--- src/rtl/serial_add_pkg.sv ---
// Shared types and helpers for the serial adder sequencer.
// Optional build macro used by the design: SERIAL_ADD_SUB_EN (adds subtract mode).
package serial_add_pkg;

  // Sequencer states: accept, load operands, stream bits, add last pair, report.
  typedef enum logic [2:0] {
    IDLE  = 3'd0,
    LOAD  = 3'd1,
    SHIFT = 3'd2,
    DRAIN = 3'd3,
    DONE  = 3'd4
  } state_t;

  localparam int DEFAULT_WIDTH = 4;

  // Width of the shift-cycle counter that counts 0..width-1.
  function automatic int cnt_width(input int width);
    return (width < 2) ? 1 : $clog2(width);
  endfunction

  // Carry-out of a full adder.
  function automatic logic maj3(input logic x, input logic y, input logic z);
    return (x & y) | (x & z) | (y & z);
  endfunction

endpackage

--- src/rtl/serial_fa_cell.sv ---
// One-bit full adder with its carry flip-flop. The sum bit is combinational
// from the current inputs and stored carry; the carry advances on en and is
// (re)initialised on clr.
module serial_fa_cell
  import serial_add_pkg::*;
(
  input  logic clk,
  input  logic reset,
  input  logic clr,
  input  logic init,
  input  logic en,
  input  logic a,
  input  logic b,
  output logic s,
  output logic c
);

  logic c_q;
  logic c_d;

  // Next carry: initialise at operand load, otherwise ripple on each add cycle.
  always_comb begin
    c_d = c_q;
    if (clr) begin
      c_d = init;
    end else if (en) begin
      c_d = maj3(a, b, c_q);
    end
  end

  // Carry storage.
  always_ff @(posedge clk or posedge reset) begin
    if (reset) begin
      c_q <= 1'b0;
    end else begin
      c_q <= c_d;
    end
  end

  assign s = a ^ b ^ c_q;
  assign c = c_q;

endmodule

--- src/rtl/serial_add_ctrl.sv ---
// Sequencer for the parallel-load serial adder: loads both operand shift
// registers, streams them LSB first, adds the returned bits through a carry
// flip-flop and assembles the parallel sum and carry-out.
// Optional build macro: SERIAL_ADD_SUB_EN adds a 'sub' input selecting A - B.
module serial_add_ctrl
  import serial_add_pkg::*;
#(
  parameter int WIDTH = DEFAULT_WIDTH
) (
  input  logic             clk,
  input  logic             reset,
  input  logic             start,
`ifdef SERIAL_ADD_SUB_EN
  input  logic             sub,
`endif
  output logic             ready,
  output logic             load,
  output logic             shift,
  input  logic             a_bit,
  input  logic             b_bit,
  output logic [WIDTH-1:0] sum,
  output logic             cout,
  output logic             done
);

  localparam int CW = cnt_width(WIDTH);

  state_t           state_q, state_d;
  logic [CW-1:0]    cnt_q, cnt_d;
  logic             add_en_q, add_en_d;
  logic [WIDTH-1:0] sum_q, sum_d;
  logic             cout_q, cout_d;

  logic             sub_mode;
  logic             b_eff;
  logic             carry_clr;
  logic             fa_s;
  logic             fa_c;

`ifdef SERIAL_ADD_SUB_EN
  logic sub_q, sub_d;

  // Capture the operation mode only when a start is accepted.
  always_comb begin
    sub_d = sub_q;
    if (state_q == IDLE && start) begin
      sub_d = sub;
    end
  end

  // Mode register, held for the whole operation.
  always_ff @(posedge clk or posedge reset) begin
    if (reset) begin
      sub_q <= 1'b0;
    end else begin
      sub_q <= sub_d;
    end
  end

  assign sub_mode = sub_q;
`else
  assign sub_mode = 1'b0;
`endif

  // Subtraction is A + ~B + 1: invert B's bits and start with carry 1.
  assign b_eff     = b_bit ^ sub_mode;
  assign carry_clr = (state_q == LOAD);

  serial_fa_cell u_fa (
    .clk   (clk),
    .reset (reset),
    .clr   (carry_clr),
    .init  (sub_mode),
    .en    (add_en_q),
    .a     (a_bit),
    .b     (b_eff),
    .s     (fa_s),
    .c     (fa_c)
  );

  // State sequencing and shift-cycle counting.
  always_comb begin
    state_d = state_q;
    cnt_d   = cnt_q;
    case (state_q)
      IDLE: begin
        if (start) begin
          state_d = LOAD;
        end
      end
      LOAD: begin
        cnt_d   = '0;
        state_d = SHIFT;
      end
      SHIFT: begin
        if (cnt_q == CW'(WIDTH - 1)) begin
          state_d = DRAIN;
        end else begin
          cnt_d = cnt_q + 1'b1;
        end
      end
      DRAIN:   state_d = DONE;
      DONE:    state_d = IDLE;
      default: state_d = IDLE;
    endcase
  end

  // Result assembly: operand bits return one cycle after each shift, so the
  // add enable is the shift strobe delayed by a cycle; the final pair arrives
  // in DRAIN, which is also where the carry-out is captured.
  always_comb begin
    add_en_d = (state_q == SHIFT);
    sum_d    = sum_q;
    cout_d   = cout_q;
    if (state_q == LOAD) begin
      sum_d  = '0;
      cout_d = 1'b0;
    end else if (add_en_q) begin
      sum_d = {fa_s, sum_q[WIDTH-1:1]};
      if (state_q == DRAIN) begin
        cout_d = maj3(a_bit, b_eff, fa_c);
      end
    end
  end

  // Sequencer and result registers.
  always_ff @(posedge clk or posedge reset) begin
    if (reset) begin
      state_q  <= IDLE;
      cnt_q    <= '0;
      add_en_q <= 1'b0;
      sum_q    <= '0;
      cout_q   <= 1'b0;
    end else begin
      state_q  <= state_d;
      cnt_q    <= cnt_d;
      add_en_q <= add_en_d;
      sum_q    <= sum_d;
      cout_q   <= cout_d;
    end
  end

  // Strobes are decoded from state alone, so start never reaches an output.
  assign ready = (state_q == IDLE);
  assign load  = (state_q == LOAD);
  assign shift = (state_q == SHIFT);
  assign done  = (state_q == DONE);
  assign sum   = sum_q;
  assign cout  = cout_q;

endmodule

--- config.mk ---
export PLATFORM = sky130hd
export DESIGN_NAME = serial_add_ctrl
export DESIGN_NICKNAME = d
export VERILOG_FILES = /design/src/rtl/serial_add_pkg.sv /design/src/rtl/serial_fa_cell.sv /design/src/rtl/serial_add_ctrl.sv
export SDC_FILE = /design/constraint.sdc
export NUM_CORES = 1
export LEC_CHECK = 0
export BUFFER_PORTS_ARGS = -buffer_cell sky130_fd_sc_hd__buf_2
export CORE_AREA = 8 8 45 47
export DETAILED_ROUTE_END_ITERATION = 10
export DIE_AREA = 0 0 53 55
export PLACE_DENSITY = 0.67
export SLEW_MARGIN = 20
export SYNTH_ARGS = -nofsm -noshare
export SYNTH_HDL_FRONTEND = slang
export SYNTH_SLANG_ARGS = --single-unit
--- constraint.sdc ---
create_clock -name clk -period 1.6 [get_ports clk]
set_input_delay 0.08 -clock clk [delete_from_list [all_inputs] [get_ports clk]]
set_output_delay 0.08 -clock clk [all_outputs]
set_load 0.02 [all_outputs]
==> After elaboration in Yosys (flattened, before gate mapping) <==
Cells that the tools add are included.
{ "word_totals": {"regBits": 12, "input_bits": 5, "out_inout_bits": 9} }
{ "classes": {"add_sub_neg": 1, "n_eq_ne": 8, "n_mux": 12, "bitwise_logic": 7, "n_reduce_logical": 7} }
{ "ops": {"columns": ["op", "count"], "rows": [
  ["$pmux 3 s4", 1],
  ["$mux 4", 2],
  ["$eq 3x2->1 const B", 2],
  ["$mux 3", 2],
  ["$reduce_and 2->1", 3],
  ["$reduce_bool 2->1", 3],
  ["$mux 1", 5],
  ["$ne 2x2->1 const B", 2],
  ["$pmux 2 s2", 1],
  ["$and 1x1->1", 3],
  ["$eq 3x1->1 const B", 1],
  ["$eq 3x3->1 const B", 1],
  ["$logic_not 3->1", 1],
  ["$add 2x1->2 const B", 1],
  ["$eq 2x2->1 const B", 1],
  ["$mux 2", 1],
  ["$ne 2x1->1 const B", 1],
  ["$or 1x1->1", 2],
  ["$xor 1x1->1", 2]
]} }

==> Depth between registers and ports, before layout <==
{ "logic_depth": {"ltp_word": 6, "depth_mapped": 4} }

==> Hierarchy <==
From an unflattened synthesis, not the netlist that was laid out.
{ "unflattened": {"cells_unflattened": 47, "area_unflattened_um2": 581.8} }
{ "modules_own_cells": {"columns": ["mod", "n_inst", "cells_each", "area_per_inst_um2", "seq_area_each_um2"], "rows": [
  ["serial_add_ctrl", 1, 41, 514.2, 275.3],
  ["serial_fa_cell", 1, 6, 67.6, 25.0]
]} }

==> Worst setup path before layout <==
OpenSTA, ideal clock, no wires.
{ "synth_timing": {"path_type": "register to register", "startpoint": "register state_q[1]", "endpoint": "register add_en_q", "setup_time_ps": 188, "arrival_ps": 1091, "required_ps": 1412, "slack_ps": 321, "stages_incl_launch_ff": 3, "cell_sequence": "dfrtp_1 -> buf_2 -> nor3b_1"} }
{ "synth_between": {"elab_chain_len": 1} }
{ "synth_lines": {"columns": ["item", "line", "source"], "rows": [
  ["start: declaration", "serial_add_ctrl.sv:28", "state_t state_q, state_d;"],
  ["start signal: assignment", "serial_add_ctrl.sv:135", "state_q <= state_d;"],
  ["$eq 3x2->1", null, null],
  ["via shift", "serial_add_ctrl.sv:18", "output logic shift,"],
  ["end signal: assignment", "serial_add_ctrl.sv:137", "add_en_q <= add_en_d;"],
  ["end: declaration", "serial_add_ctrl.sv:30", "logic add_en_q, add_en_d;"]
]} }
The timed path passes the listed nets, and every way through them passes these cells.
A chain may end at the register's enable or synchronous reset.

==> Worst setup path in the final report <==
{ "layout_timing": {"startpoint": "register state_q[2]", "endpoint": "output load"} }
{ "layout_between": {"elab_chain_len": 1} }
{ "layout_lines": {"columns": ["item", "line", "source"], "rows": [
  ["$eq 3x1->1", "serial_add_ctrl.sv:145", "assign load = (state_q == LOAD);"],
  ["end: declaration", "serial_add_ctrl.sv:17", "output logic load,"]
]} }
No other way between the ends.

==> impl_metrics.tcl <==
set metrics [dict create \
    drive_gt1_share_pct 31.3 \
    fin_nets 72 \
    grt_max_degree 13 \
    synthMuxAreaShare_pct 12.3 \
    status "completed" \
    finalSetupViolations 0 \
    antenna_left 0 \
    drc 0 \
    io-pin-count 14 \
    max-vdd-ir-drop_uv 859 \
    rsz0062_at_grt "false" \
    grt-ovfl-total 0 \
    drv_cap 0 \
    critPathKind "flip-flop to primary output" \
    synth-seq-area-share_pct 51.9 \
    fin_crit_sh_pct 92.2 \
    die_area_mm2 0.00292 \
    wl_per_cell_um 12.1 \
    drt_iter0_markers 0 \
    arrival_ns 1.39 \
    final_cells 80 \
    numCtsBuffers 3 \
    synth_fp_nets 57 \
    initial_core_util_pct 41.8 \
    p_per_area_mw_per_mm2 2140 \
    wl_um 969 \
    fin_setup_tns_ns 0 \
    drv_slew 0 \
    die-height_um 55 \
    cts_tree "done" \
    synth_top_family_by_area "simple AND/OR/NAND/NOR gates" \
    netlist_instances 50 \
    finalHoldViolations 0 \
    fp-row-count 14 \
    grt.total_usage_pct 8.29 \
    whs_ns 0.118 \
    grt_pass1_vias 409 \
    synth_adder_area_share_pct 5.63 \
    cts.htree.levels 1 \
    antennaDiodeCount 0 \
    nFillCells 145 \
    root_buffer "clkbuf_4" \
    gp_congestion 0.668 \
    yosys_warnings 0 \
    synth.avg_cell_area_um2 11.6 \
    die_x_um 53 \
    finish.utilization_pct 49.6 \
    cts_buffer_depth 2 \
    grt_pass1_wl_um 1770 \
    areaGrowthSynthToFinish_pct 18.8 \
    cp-end-kind "primary output" \
    coreArea_mm2 0.00138 \
    placed_area_um2 641 \
    dp_hpwl_um 737 \
    crit_fanout 9 \
    relSlewSlack_pct 70.2 \
    synth_xor_area_share_pct 1.52 \
    cp.required_ns 1.52 \
    worst_slew_pin_slew_ns 0.447 \
    power.leakage_nw 0.357 \
    worstHoldPathType "primary input to flip-flop" \
    ys_types 23 \
    fin_area_um2 687 \
    clk_latency_ns 0.27 \
    synth-simple-area-share_pct 17.3 \
    synth.cell_area_um2 578 \
    viasPerCell 4.90 \
    synth_seq_cells 12 \
    post_cts_resized 0 \
    critPathLaunchType "flip-flop" \
    path_clk_slew_ns 0.08 \
    fin_crit_ns 1.47 \
    synth_compound_area_share_pct 6.71 \
    clock_skew_ns 0.00590 \
    portBuffers 13 \
    cts_num_sinks 12 \
    antenna_found_initial 0 \
    fmax_mhz 678 \
    dp_cells 75 \
    detail_route.first_pass.iterations 1 \
    via_count 392 \
]
## state kept, by name, indices dropped and copies added, names as in the netlist
signal	count
add_en_q	1
cnt_q	2
sum	4
state_q	3
u_fa.c	1
cout	1
## critical path: stages (launching register included)
cell and delay (ns):
dfrtp_1 0.48, nand2b_1 0.21, nor2_2 0.22, buf_2 0.22
## routing by layer
layer  global-route usage, %  share of wire (%)
met5                       0                  0
met4                    6.47               0.41
met3                    2.67                8.4
met2                    11.5                 46
met1                    10.4                 46
## cell usage after synthesis
cell / count / area share (%)
nor3_1: 2 / 1.7
inv_1: 1 / 0.65
nor3b_1: 2 / 2.6
o21bai_1: 1 / 1.3
buf_2: 2 / 1.7
nor2_1: 6 / 3.9
o21ai_1: 1 / 0.86
mux2i_1: 6 / 10
xnor2_1: 1 / 1.5
fa_1: 1 / 3.5
ha_1: 1 / 2.2
a22o_1: 3 / 4.5
nor3_2: 1 / 1.7
buf_4: 1 / 1.3
nor2b_1: 2 / 2.2
mux2_2: 1 / 1.9
and3b_1: 1 / 1.5
clkbuf_2: 1 / 0.86
dfrtp_1: 12 / 52
nand2b_1: 1 / 1.1
nor2_2: 1 / 1.1
nand3_1: 1 / 0.86
nand2_1: 1 / 0.65
## final timing paths
kind,slack (ns),endpoint,cells after the start,start
min in group asynchronous,0.35,cout$_DFFE_PP0P_,3,reset
setup / recovery,0.13,load,3,state_q[2]$_DFFE_PP0P_
max in group asynchronous,0.94,sum[0]$_DFFE_PP0P_,3,reset
setup reg to reg,0.37,cnt_q[1]$_DFFE_PP0P_,3,cnt_q[0]$_DFFE_PP0P_
hold / removal,0.12,state_q[0]$_DFFE_PP0P_,3,start
hold reg to reg,0.49,cout$_DFFE_PP0P_,2,cout$_DFFE_PP0P_
## timing repair
action,in CTS,in global routing
hold buffers,1,0
hold endpoints to repair,12,0
setup buffers,0,0
## placed cells by master (no fill, tap or decap)
| master | Yosys | final |
|---|---|---|
| a22o_1 | 3 | 3 |
| and3b_1 | 1 | 1 |
| buf_2 | 2 | 13 |
| clkbuf_4 | 0 | 3 |
| clkbuf_8 | 0 | 1 |
| dfrtp_1 | 12 | 12 |
| dlygate4sd3_1 | 0 | 1 |
| fa_1 | 1 | 1 |
| ha_1 | 1 | 1 |
| inv_1 | 1 | 1 |
| mux2_2 | 1 | 1 |
| mux2i_1 | 6 | 6 |
| nand2_1 | 1 | 1 |
| nand2b_1 | 1 | 1 |
| nand3_1 | 1 | 1 |
| nor2_1 | 6 | 6 |
| nor2_2 | 1 | 1 |
| nor2b_1 | 2 | 2 |
| nor3_1 | 2 | 2 |
| nor3_2 | 1 | 1 |
| nor3b_1 | 2 | 2 |
| o21ai_1 | 1 | 1 |
| o21bai_1 | 1 | 1 |
| xnor2_1 | 1 | 1 |
## cells by family after synthesis
kind of cell,count (synthesis)
mux,7
compound gates,5
xor+xnor,1
fa+ha+maj,2
simple gates,18
flops,12
buf+inv,5
## where the power goes
group | switching, mW | internal [mW]
clock | 0.0957 | 0.138
sequential | 0.177 | 0.428
combinational | 0.323 | 0.309
## cell type report
cell class	instances	area, um^2	share of cell area (%)
Sequential cell	12	300	43.7
Multi-Input combinational cell	33	251	36.6
Timing Repair Buffer	14	75.1	10.9
Clock buffer	4	36.3	5.28
Tap cell	16	20.0	2.91
Inverter	1	3.75	0.546
## metrics by stage
stage	setup slack [ns]	total power, mW
floorplan	0.321	1.11
global placement	0.398	1.24
detailed placement	0.380	1.26
CTS	0.0982	1.50
global route	0.0208	1.61
finish	0.126	1.47
(Power assumes the default switching activity.)
